===== src/rtl/imem_loader_pkg.sv =====
// Shared types for the boot-time instruction-memory loader.
// Latency: n/a (types and constants only).
// Backpressure: n/a.
package loader_pkg;

    typedef enum logic [2:0] {
        LEN0,
        LEN1,
        DATA,
        CSUM,
        RUN,
        ERR
    } ldr_state_t;

    // Width of the frame word-count field and of the word counter.
    localparam int LEN_W = 16;

endpackage : loader_pkg


===== src/rtl/imem_loader_word_assembler.sv =====
// Packs accepted stream bytes into a little-endian 32-bit word.
// Latency: word_dat/word_done valid the cycle after the 4th byte is accepted.
// Backpressure: none; consumes a byte whenever accept is high.
//
// Ports: sysclk/reset (sync, active-low), byte_dat + accept (byte strobe),
// clear (drop any partial word), word_dat (shift register), byte_cnt
// (bytes held, mod 4), word_done (one-cycle pulse after the 4th byte).
module word_assembler (
    input  logic        sysclk,
    input  logic        reset,
    input  logic [7:0]  byte_dat,
    input  logic        accept,
    input  logic        clear,
    output logic [31:0] word_dat,
    output logic [1:0]  byte_cnt,
    output logic        word_done
);

    always_ff @(posedge sysclk) begin
        if (!reset || clear) begin
            word_dat  <= '0;
            byte_cnt  <= '0;
            word_done <= 1'b0;
        end else begin
            word_done <= accept && (byte_cnt == 2'd3);
            if (accept) begin
                // Shift right, new byte in at the top: after four bytes the
                // first one received sits in bits [7:0].
                word_dat <= {byte_dat, word_dat[31:8]};
                byte_cnt <= byte_cnt + 2'd1;
            end
        end
    end

endmodule : word_assembler


===== src/rtl/imem_loader.sv =====
// Loads a framed byte stream into instruction memory, checks XOR, releases CPU.
// Latency: mem_we two edges after a word's 4th byte; cpu_run/err on the CSUM edge.
// Backpressure: in_ready depends on state only; low in RUN and ERR.
//
// Ports: sysclk, reset (sync, active-low); in_data/in_valid/in_ready byte
// stream; reload (restart, honoured only in RUN); mem_we/mem_addr/mem_wdata
// registered word write port; cpu_run (program verified); err (sticky).
module imem_loader
    import loader_pkg::*;
#(
    parameter int ADDR_W = 8
) (
    input  logic              sysclk,
    input  logic              reset,
    input  logic [7:0]        in_data,
    input  logic              in_valid,
    output logic              in_ready,
    input  logic              reload,
    output logic              mem_we,
    output logic [ADDR_W-1:0] mem_addr,
    output logic [31:0]       mem_wdata,
    output logic              cpu_run,
    output logic              err
);

    localparam int DEPTH = 2 ** ADDR_W;
    // One extra bit so DEPTH itself is representable when ADDR_W == LEN_W.
    localparam logic [LEN_W:0] DEPTH_X = (LEN_W + 1)'(DEPTH);

    ldr_state_t       state_q, state_d;
    logic [LEN_W-1:0] len_q;
    logic [LEN_W-1:0] word_cnt;
    logic [7:0]       xor_q;

    logic [31:0]      asm_word;
    logic [1:0]       asm_cnt;
    logic             asm_done;

    logic             accept;
    logic             pay_acc;
    logic             last_byte;
    logic             do_reload;
    logic [LEN_W-1:0] len_n;

    assign accept    = in_valid && in_ready;
    assign pay_acc   = accept && (state_q == DATA);
    assign do_reload = reload && (state_q == RUN);
    assign len_n     = {in_data, len_q[7:0]};
    // word_cnt only advances on the registered done pulse, so while the
    // 4th byte of word i is on the bus it still reads i.
    assign last_byte = pay_acc && (asm_cnt == 2'd3) &&
                       ((word_cnt + LEN_W'(1)) == len_q);

    word_assembler u_asm (
        .sysclk    (sysclk),
        .reset     (reset),
        .byte_dat  (in_data),
        .accept    (pay_acc),
        .clear     (do_reload),
        .word_dat  (asm_word),
        .byte_cnt  (asm_cnt),
        .word_done (asm_done)
    );

    always_comb begin
        state_d  = state_q;
        in_ready = 1'b0;
        cpu_run  = 1'b0;
        err      = 1'b0;
        case (state_q)
            LEN0: begin
                in_ready = 1'b1;
                if (accept) state_d = LEN1;
            end
            LEN1: begin
                in_ready = 1'b1;
                if (accept) begin
                    if ({1'b0, len_n} > DEPTH_X) state_d = ERR;
                    else if (len_n == '0)        state_d = CSUM;
                    else                         state_d = DATA;
                end
            end
            DATA: begin
                in_ready = 1'b1;
                if (last_byte) state_d = CSUM;
            end
            CSUM: begin
                in_ready = 1'b1;
                if (accept) state_d = (in_data == xor_q) ? RUN : ERR;
            end
            RUN: begin
                cpu_run = 1'b1;
                if (reload) state_d = LEN0;
            end
            ERR: begin
                err = 1'b1;
            end
            default: state_d = ERR;
        endcase
    end

    always_ff @(posedge sysclk) begin
        if (!reset) begin
            state_q   <= LEN0;
            len_q     <= '0;
            word_cnt  <= '0;
            xor_q     <= '0;
            mem_we    <= 1'b0;
            mem_addr  <= '0;
            mem_wdata <= '0;
        end else begin
            state_q <= state_d;
            mem_we  <= asm_done;

            if (accept && (state_q == LEN0)) len_q[7:0]  <= in_data;
            if (accept && (state_q == LEN1)) len_q[15:8] <= in_data;

            if (pay_acc) xor_q <= xor_q ^ in_data;

            if (asm_done) begin
                mem_addr  <= word_cnt[ADDR_W-1:0];
                mem_wdata <= asm_word;
                word_cnt  <= word_cnt + LEN_W'(1);
            end

            if (do_reload) begin
                len_q    <= '0;
                word_cnt <= '0;
                xor_q    <= '0;
            end
        end
    end

endmodule : imem_loader

===== config.mk =====
export PLATFORM = sky130hd
export DESIGN_NAME = imem_loader
export DESIGN_NICKNAME = d
export VERILOG_FILES = /design/src/rtl/imem_loader_pkg.sv /design/src/rtl/imem_loader_word_assembler.sv /design/src/rtl/imem_loader.sv
export SDC_FILE = /design/constraint.sdc
export NUM_CORES = 1
export LEC_CHECK = 0
export ABC_AREA = 1
export ABC_CLOCK_PERIOD_IN_PS = 4450
export CORE_UTILIZATION = 55
export CTS_CLUSTER_DIAMETER = 200
export DETAILED_ROUTE_END_ITERATION = 10
export PLACE_DENSITY = 0.82
export SETUP_SLACK_MARGIN = 0.4
export SYNTH_ARGS = -nofsm -noshare
export SYNTH_HDL_FRONTEND = slang
export SYNTH_HIERARCHICAL = 1
export SYNTH_SLANG_ARGS = --single-unit

===== constraint.sdc =====
create_clock -name sysclk -period 4.45 [get_ports sysclk]
set_clock_uncertainty 0.1 [all_clocks]
set_input_delay 0.6675 -clock sysclk [delete_from_list [all_inputs] [get_ports sysclk]]
set_output_delay 0.6675 -clock sysclk [all_outputs]
set_load 0.02 [all_outputs]

==> impl_metrics.toml, run 1 <==
[sta]
final-hold-violation-count = 0
maxSlewHeadroom_pct = 24.4
finalCriticalPeriod_ns = 2.78
period_share_pct = 62.4
worst_pin_slew_ns = 1.13
setup_tns_ns = 0
finalMaxSlewViolations = 0
setup_viol = 0
fmax_ghz = 0.360
finalHoldWorstSlack_ns = 0.367
rsz0062_at_grt = "false"

[yosys]
yosysWarnings = 6
ys_top_cells_by_count = "nand2_1 (139), dfxtp_1 (119), nor2_1 (108), o21ai_0 (59), inv_1 (56)"
synth-seq-area-share_pct = 44.2
synth_fp_nets = 736
synth_top_area_share_pct = 44.2
post-synth-top-area-cell = "dfxtp_1"
avgSynthCellArea_um2 = 7.46
syn_area_um2 = 5390
synth_edf_count = 0
synthCells = 722
async_flop_share_pct = 0
netlist_top_cells_area = "dfxtp_1 (44%), nand2_1 (9.7%), nor2_1 (7.5%)"
ys.flop_type = "dfxtp_1"
synth.most_common_cell = "nand2_1"
ys_seq_elements = 119
ys_types = 36

[worst_setup_path]
crit_type = "register to output pin"
end_kind = "output pin"
crit_fanout = 6
rrSetupSlack_ns = 1.87
arrival_ns = 2.01
crit_path_start_kind = "register"
cp_data_required_time_ns = 3.68

[die]
die_y_um = 101
core_region_area_um2 = 9370
dieArea_um2 = 10200
initial_core_util_pct = 57.5
io_pins = 56
core.rowCount = 35
fp.dieW_um = 101

[clock_tree]
numCtsBuffers = 17
postCtsResizedCells = 0
cts_htree_levels = 4
clk_latency_ns = 0.52
cts.sinks = 119
cts_root_buf = "clkbuf_8"
clk_pin_slew_ns = 0.06
post_cts_buffers = 0
clk_path_buf_depth = 2
holdBufCountCts = 0
cts_tree = "built"

[placement]
dp_cells = 877
port_buffers = 55
gp_congestion = 0.879
dp_hpwl_um = 8050

[global_routing]
grt_pass1_vias = 4425
grt_max_degree = 61
grtUsageTotal_pct = 25.8
overflow = 0
grt_first_pass_wirelength_um = 20500
grt_antenna_before_repair = 0

[power_and_ir_drop]
cellPowerDensity_nw_per_um2 = 462
p_total_w = 0.00298
ir_drop_uv = 433
p_leak_nw = 2.60

[finish]
fin_nets = 781
layout.cells.non_filler = 909
num_antenna_cells = 0
syn_to_final_growth_pct = 19.8
drive_gt1_share_pct = 14.7

[routing]
drtPass1Iterations = 5
finalWirelength_um = 12200
num_vias = 4806
viasPerCell = 5.29
drt_iter0_markers = 272
ant_nets = 0
wl_per_cell_um = 13.4
drc_errors = 0

[flow_run]
drv_cap = 0

[min_path]
hold_class = "register to register"

[outcome]
status = "completed"
kinds of logic after synthesis:
logic type	Yosys count	synth area share, %
xor+xnor	11	2.04
fa+ha+maj	2	0.464
flops	119	44.2
compound gates	149	16.8
buf+inv	97	8.73
simple gates	344	27.8
final timing paths:
| kind | startpoint | to | cells after the start |
|---|---|---|---|
| setup reg to reg | state_q[1] | u_asm/byte_cnt[0] | 8 |
| hold / removal | len_q[13] | len_q[13] | 2 |
| setup / recovery | state_q[2] | cpu_run | 5 |
| hold reg to reg | len_q[13] | len_q[13] | 2 |
power by group:
part	total, W	internal, W	switching [W]
clock network	0.00125	0.000768	0.000477
logic	0.000525	0.000176	0.000348
registers	0.00121	0.00114	0.0000719
layout by cell type, fill, tap and decap left out, types with 16 or more instances in the layout:
cell type / Yosys / layout
a21oi_2: 30 / 30
inv_1: 56 / 56
clkbuf_16: 0 / 16
nor2_1: 108 / 108
nand2_1: 139 / 139
clkdlybuf4s50_1: 0 / 55
a21oi_1: 42 / 42
o21ai_0: 59 / 59
nand3_1: 39 / 39
dfxtp_1: 119 / 119
nand2_2: 34 / 34
flip-flops by register name (all words and copies together), names as in the netlist:
signal and cells:
mem_wdata 32, u_asm/word_dat 32, len_q 16, word_cnt 16, mem_addr 8, xor_q 8, state_q 3, u_asm/byte_cnt 2
mem_we 1, u_asm/word_done 1
worst max-delay path, stage by stage, from the launching register on:
cell	delay [ns]
dfxtp_1	0.45
inv_2	0.09
nor2_1	0.12
inv_1	0.07
nor2_1	0.13
clkdlybuf4s50_1	0.62
area by class of cell:
class,instances,area [um^2]
well taps,129,161
flip-flops and latches,119,2380
repair buffers,59,581
clock buffers,21,449
fillers,768,2910
multi-input cells,506,2540
clock inverters,11,100
inverters,64,248
per-stage QoR:
stage                     setup slack [ns]  cell area [um^2]  utilization [%]
after global routing                  1.56              6460             68.9
after floorplan                       2.53              5390                -
after CTS                             1.67              6460             68.9
after global placement                1.57              5910             63.0
final                                 1.67              6460             68.9
after detailed placement              1.46              5910             63.0
routing by layer:
layer  wire length, um  track usage, %  part of all wire [%]
met1              5650            33.7                    46
met3               795            6.45                   6.5
met4               246            11.1                   2.0
met2              5480            40.5                    45
met5                 0               0                     0
(Power assumes the default switching activity.)
==> run 2, diff against run 1 <==
--- a/config.mk
+++ b/config.mk
@@ -6,7 +6,7 @@
 export NUM_CORES = 1
 export LEC_CHECK = 0
 export ABC_AREA = 1
-export ABC_CLOCK_PERIOD_IN_PS = 4450
+export ABC_CLOCK_PERIOD_IN_PS = 2770
 export CORE_UTILIZATION = 55
 export CTS_CLUSTER_DIAMETER = 200
 export DETAILED_ROUTE_END_ITERATION = 10
==> constraint.sdc (replaced) <==
create_clock -name sysclk -period 2.77 [get_ports sysclk]
set_clock_uncertainty 0.1 [all_clocks]
set_input_delay 0.4155 -clock sysclk [delete_from_list [all_inputs] [get_ports sysclk]]
set_output_delay 0.4155 -clock sysclk [all_outputs]
set_load 0.02 [all_outputs]
==> impl_metrics.toml, run 2 (synthesis gave the netlist of run 1 again) <==
[outcome]
status = "completed"

[clock_tree]
clk_latency_ns = 0.52
cts_root_buf = "clkbuf_8"
clk_pin_slew_ns = 0.06
clk_path_buf_depth = 2
post_cts_buffers = 0
numCtsBuffers = 17
cts.sinks = 119
cts_htree_levels = 4
cts_tree = "built"

[placement]
gp_congestion = 0.852
dp_cells = 881
port_buffers = 55
pre_cts_ws_ns = 0.542
post_dp_cell_area_um2 = 5940
dp_hpwl_um = 8420

[routing]
finalWirelength_um = 12700
drc_errors = 0
drtPass1Iterations = 5
num_vias = 4871
viasPerCell = 5.34
ant_nets = 0
drt_iter0_markers = 258
wl_per_cell_um = 13.9

[power_and_ir_drop]
ir_drop_uv = 533
p_switching_w = 0.00146
clkPwrFrac_pct = 43.9
p_comb_share_pct = 17.1
p_leak_nw = 2.64
p_int_w = 0.00354
cellPowerDensity_nw_per_um2 = 765
seqPwrFrac_pct = 39.0
p_sw_share_pct = 29.2

[finish]
layout.cells.non_filler = 913
num_antenna_cells = 0
design_area_um2 = 6540
largest_registers = "mem_wdata: 32 flops, u_asm/word_dat: 32 flops"
drive_gt1_share_pct = 15.2
final_common_cell = "nand2_1"
syn_to_final_growth_pct = 21.3
fin_nets = 785
final_cell_mix = "nand2_1 (139), dfxtp_1 (119), nor2_1 (108)"

[die]
fp.dieW_um = 101
core.rowCount = 35
dieArea_um2 = 10200
core_region_area_um2 = 9370
die_y_um = 101
initial_core_util_pct = 57.5
io_pins = 56

[sta]
final-hold-violation-count = 0
maxSlewHeadroom_pct = 52.3
fmax_ghz = 0.443
finalHoldWorstSlack_ns = 0.366
setup_viol = 0
worst_slack_ns = 0.513
rsz0062_at_grt = "false"
finalCriticalPeriod_ns = 2.26
worst_pin_slew_ns = 0.714
finalMaxSlewViolations = 0
setup_tns_ns = 0
period_share_pct = 81.5

[min_path]
hold_start = "u_asm/word_dat[6]"
holdPathStages = 2
hold_class = "register to register"
holdPathEnd = "u_asm/word_dat[6]"

[worst_setup_path]
rrSetupSlack_ns = 0.57
r2r_start = "word_cnt[0]"
crit_path_start_kind = "register"
crit_fanout = 6
crit_buf_inv = 3
cp_data_required_time_ns = 2.25
end_kind = "output pin"
arrival_ns = 1.74
cp_common_cell = "nor2_1"
worstReg2RegEnd = "state_q[1]"
critPathMaxStageDelay_ns = 0.45
reg2regPathDepth = 16
critPathTopFamily = "buffers and inverters"
crit_chain = "inv_2 > nor2_1 > inv_1 > nor2_1 > dlygate4sd2_1"
crit_type = "register to output pin"
critical-path-slowest-cell = "dfxtp_1"

[global_routing]
grt_max_degree = 42
grt_first_pass_wirelength_um = 21200
grt_antenna_before_repair = 0
grt_pass1_vias = 4698
overflow = 0
grtUsageTotal_pct = 26.7

[flow_run]
drv_cap = 0
-- run 2: through the flow --
| stage | util (%) | power (W) |
|---|---|---|
| global route | 69.8 | 0.00522 |
| CTS | 69.7 | 0.00501 |
| detailed placement | 63.4 | 0.00283 |
| global placement | 63.4 | 0.00281 |
| finish | 69.8 | 0.00500 |
| floorplan | - | 0.00268 |
-- run 2: final cells by class --
| class | instances | area (um^2) |
|---|---|---|
| clock buffer | 21 | 449 |
| clock inverter | 11 | 149 |
| fill | 757 | 2830 |
| inverter | 64 | 248 |
| multi-input combinational | 506 | 2540 |
| sequential | 119 | 2380 |
| tap | 129 | 161 |
| timing repair buffer | 63 | 608 |
-- run 2: power by group through the flow --
stage	clock [W]	combinational [W]	sequential, W
final	0.00219	0.000855	0.00195
after global routing	0.00230	0.000957	0.00196
after CTS	0.00221	0.000855	0.00195
after detailed placement	0	0.000847	0.00198
after global placement	0	0.000834	0.00198
after floorplan	0	0.000725	0.00195
-- run 2: what timing repair did --
action,in CTS,in global routing
cloned,0,0
endpoints found under the setup margin,2,3
resized for setup,2,1
hold buffers,0,0
-- run 2: worst reg2reg max path: cells and delay by family, from the launching register on --
family / cells / cell delay, ns
adders and majority gates: 1 / 0.27
buffers and inverters: 1 / 0.06
DFF: 1 / 0.44
and+or+nand+nor: 14 / 1.23
-- run 2: worst max-delay path by stage --
stage,start,end,slack [ns],cells past startpoint
finish,state_q[2],cpu_run,0.51,5
global route,word_cnt[0],state_q[1],0.37,16
CTS,state_q[2],cpu_run,0.48,5
detailed placement,in_data[1],state_q[2],0.54,8
global placement,in_data[0],state_q[1],0.58,9
floorplan,state_q[2],len_q[10],0.85,10
-- run 2: routing by layer --
| metal | global-route usage [%] | routed length, um | vias up |
|---|---|---|---|
| met5 | 0 | 0 | - |
| met3 | 6.45 | 745 | 35 |
| met2 | 43.0 | 5980 | 174 |
| met1 | 33.1 | 5620 | 2232 |
| met4 | 14.3 | 340 | 0 |
| li1 | - | - | 2430 |
==> run 3, diff against run 2 <==
--- a/config.mk
+++ b/config.mk
@@ -6,7 +6,7 @@
 export NUM_CORES = 1
 export LEC_CHECK = 0
 export ABC_AREA = 1
-export ABC_CLOCK_PERIOD_IN_PS = 2770
+export ABC_CLOCK_PERIOD_IN_PS = 2350
 export CORE_UTILIZATION = 55
 export CTS_CLUSTER_DIAMETER = 200
 export DETAILED_ROUTE_END_ITERATION = 10
==> constraint.sdc (replaced) <==
create_clock -name sysclk -period 2.35 [get_ports sysclk]
set_clock_uncertainty 0.1 [all_clocks]
set_input_delay 0.3525 -clock sysclk [delete_from_list [all_inputs] [get_ports sysclk]]
set_output_delay 0.3525 -clock sysclk [all_outputs]
set_load 0.02 [all_outputs]
==> impl_metrics.toml, run 3 (synthesis gave the netlist of run 1 again) <==
[outcome]
status = "completed"

[placement]
dp_hpwl_um = 8230
post_dp_cell_area_um2 = 5980
gp_congestion = 0.930
dp_cells = 883
port_buffers = 55

[power_and_ir_drop]
p_leak_nw = 2.90
ir_drop_uv = 646
p_total_w = 0.00598
cellPowerDensity_nw_per_um2 = 879

[worst_setup_path]
crit_fanout = 4
crit_type = "register to register"
end_kind = "register"
critical-path-slowest-cell = "dfxtp_4"
crit_chain = "ha_4 > nand3_1 > o21ai_0 > nand2_1 > nand2_1 > nand3_1 > nor2_1 > nand3_1 > nand2_2 > nand3_2 > a21oi_2"
critPathMaxStageDelay_ns = 0.38
rrSetupSlack_ns = 0.27
cp_data_required_time_ns = 2.70
cp_common_cell = "nand3_1"
arrival_ns = 2.43
crit_path_start_kind = "register"

[sta]
finalMaxSlewViolations = 0
final-hold-violation-count = 0
period_share_pct = 88.5
setup_viol = 0
finalHoldWorstSlack_ns = 0.368
maxSlewHeadroom_pct = 64.8
rsz0062_at_grt = "true"
worst_pin_slew_ns = 0.528
setup_tns_ns = 0
finalCriticalPeriod_ns = 2.08
fmax_ghz = 0.481

[clock_tree]
clk_path_buf_depth = 2
clk_pin_slew_ns = 0.06
clk_latency_ns = 0.52
cts_tree = "built"
cts_htree_levels = 4
holdBufCountCts = 0
cts_root_buf = "clkbuf_8"
cts.sinks = 119
numCtsBuffers = 17

[die]
die_y_um = 101
dieArea_um2 = 10200
io_pins = 56
core.rowCount = 35
fp.dieW_um = 101
initial_core_util_pct = 57.5
core_region_area_um2 = 9370

[global_routing]
grt_max_degree = 61
grt_antenna_before_repair = 0
grtUsageTotal_pct = 27.4
grt_first_pass_wirelength_um = 21800
grt_pass1_vias = 4677
overflow = 0

[finish]
design_area_um2 = 6800
syn_to_final_growth_pct = 26.1
final_common_cell = "nand2_1"
drive_gt1_share_pct = 20.1
final_cell_mix = "nand2_1 (132), dfxtp_1 (110), nor2_1 (105)"
layout.cells.non_filler = 924
largest_registers = "mem_wdata: 32 flops, u_asm/word_dat: 32 flops"
num_antenna_cells = 0
fin_nets = 796

[routing]
drtPass1Iterations = 5
ant_nets = 0
drc_errors = 0
viasPerCell = 5.47
wl_per_cell_um = 14.4
finalWirelength_um = 13300
drt_iter0_markers = 382
num_vias = 5055

[flow_run]
drv_cap = 0

[min_path]
hold_class = "register to register"
## run 3: cell count changes in the layout (fill, tap and decap cells not counted), sizes merged
cell / change
buf: +13
clkbuf: -2
clkdlybuf4s50: -10
clkinv: -1
dlygate4sd2: -1
dlymetal6s2s: +9
inv: +3
## run 3: final timing paths
check        cells past startpoint         startpoint                 to
min reg2reg                      2  u_asm/word_dat[6]  u_asm/word_dat[6]
min                              2  u_asm/word_dat[6]  u_asm/word_dat[6]
max reg2reg                     11        word_cnt[0]         state_q[2]
max                             11        word_cnt[0]         state_q[2]
## run 3: report_power, final
| part | internal, W | leakage, nW | switching (W) |
|---|---|---|---|
| clock | 0.00165 | 0.285 | 0.000959 |
| sequential | 0.00216 | 0.967 | 0.000137 |
| combinational | 0.000367 | 1.64 | 0.000697 |
| total | 0.00418 | 2.90 | 0.00179 |
## run 3: critical path, delay by kind of cell (launching register included)
kind	cells	cell delay (ns)
adder cells (fa/ha/maj)	1	0.17
flip-flops	1	0.38
AO/OA/AOI/OAI	2	0.44
AND/OR/NAND/NOR	8	0.92
## run 3: metrics by stage
step / utilization, % / worst slack (ns)
4_1_cts: 71.3 / 0.345
3_3_place_gp: 63.8 / 0.279
5_1_grt: 72.5 / 0.157
2_1_floorplan: - / 0.428
3_5_place_dp: 63.8 / 0.134
6_report: 72.5 / 0.270
## run 3: cell type report
class	instances	area [um^2]
clock buffer	19	432
clock inverter	13	170
fill	730	2580
inverter	64	253
multi-input combinational	506	2630
sequential	119	2400
tap	129	161
timing repair buffer	74	748
## run 3: repair_timing
item / in CTS / in global routing
setup endpoints to repair: 6 / 25
hold endpoints to repair: 0 / 0
resized for setup: 32 / 25
pin swaps: 8 / 10
buffers inserted: 4 / 5
## run 3: routing by layer
layer	routed length [um]	GRT usage (%)	share of wire, %	up-vias
li1	-	-	-	2453
met1	5600	34.4	42	2341
met2	6470	45.7	48	230
met3	1010	5.62	7.6	31
met4	270	11.7	2.0	0
met5	0	0	0	-
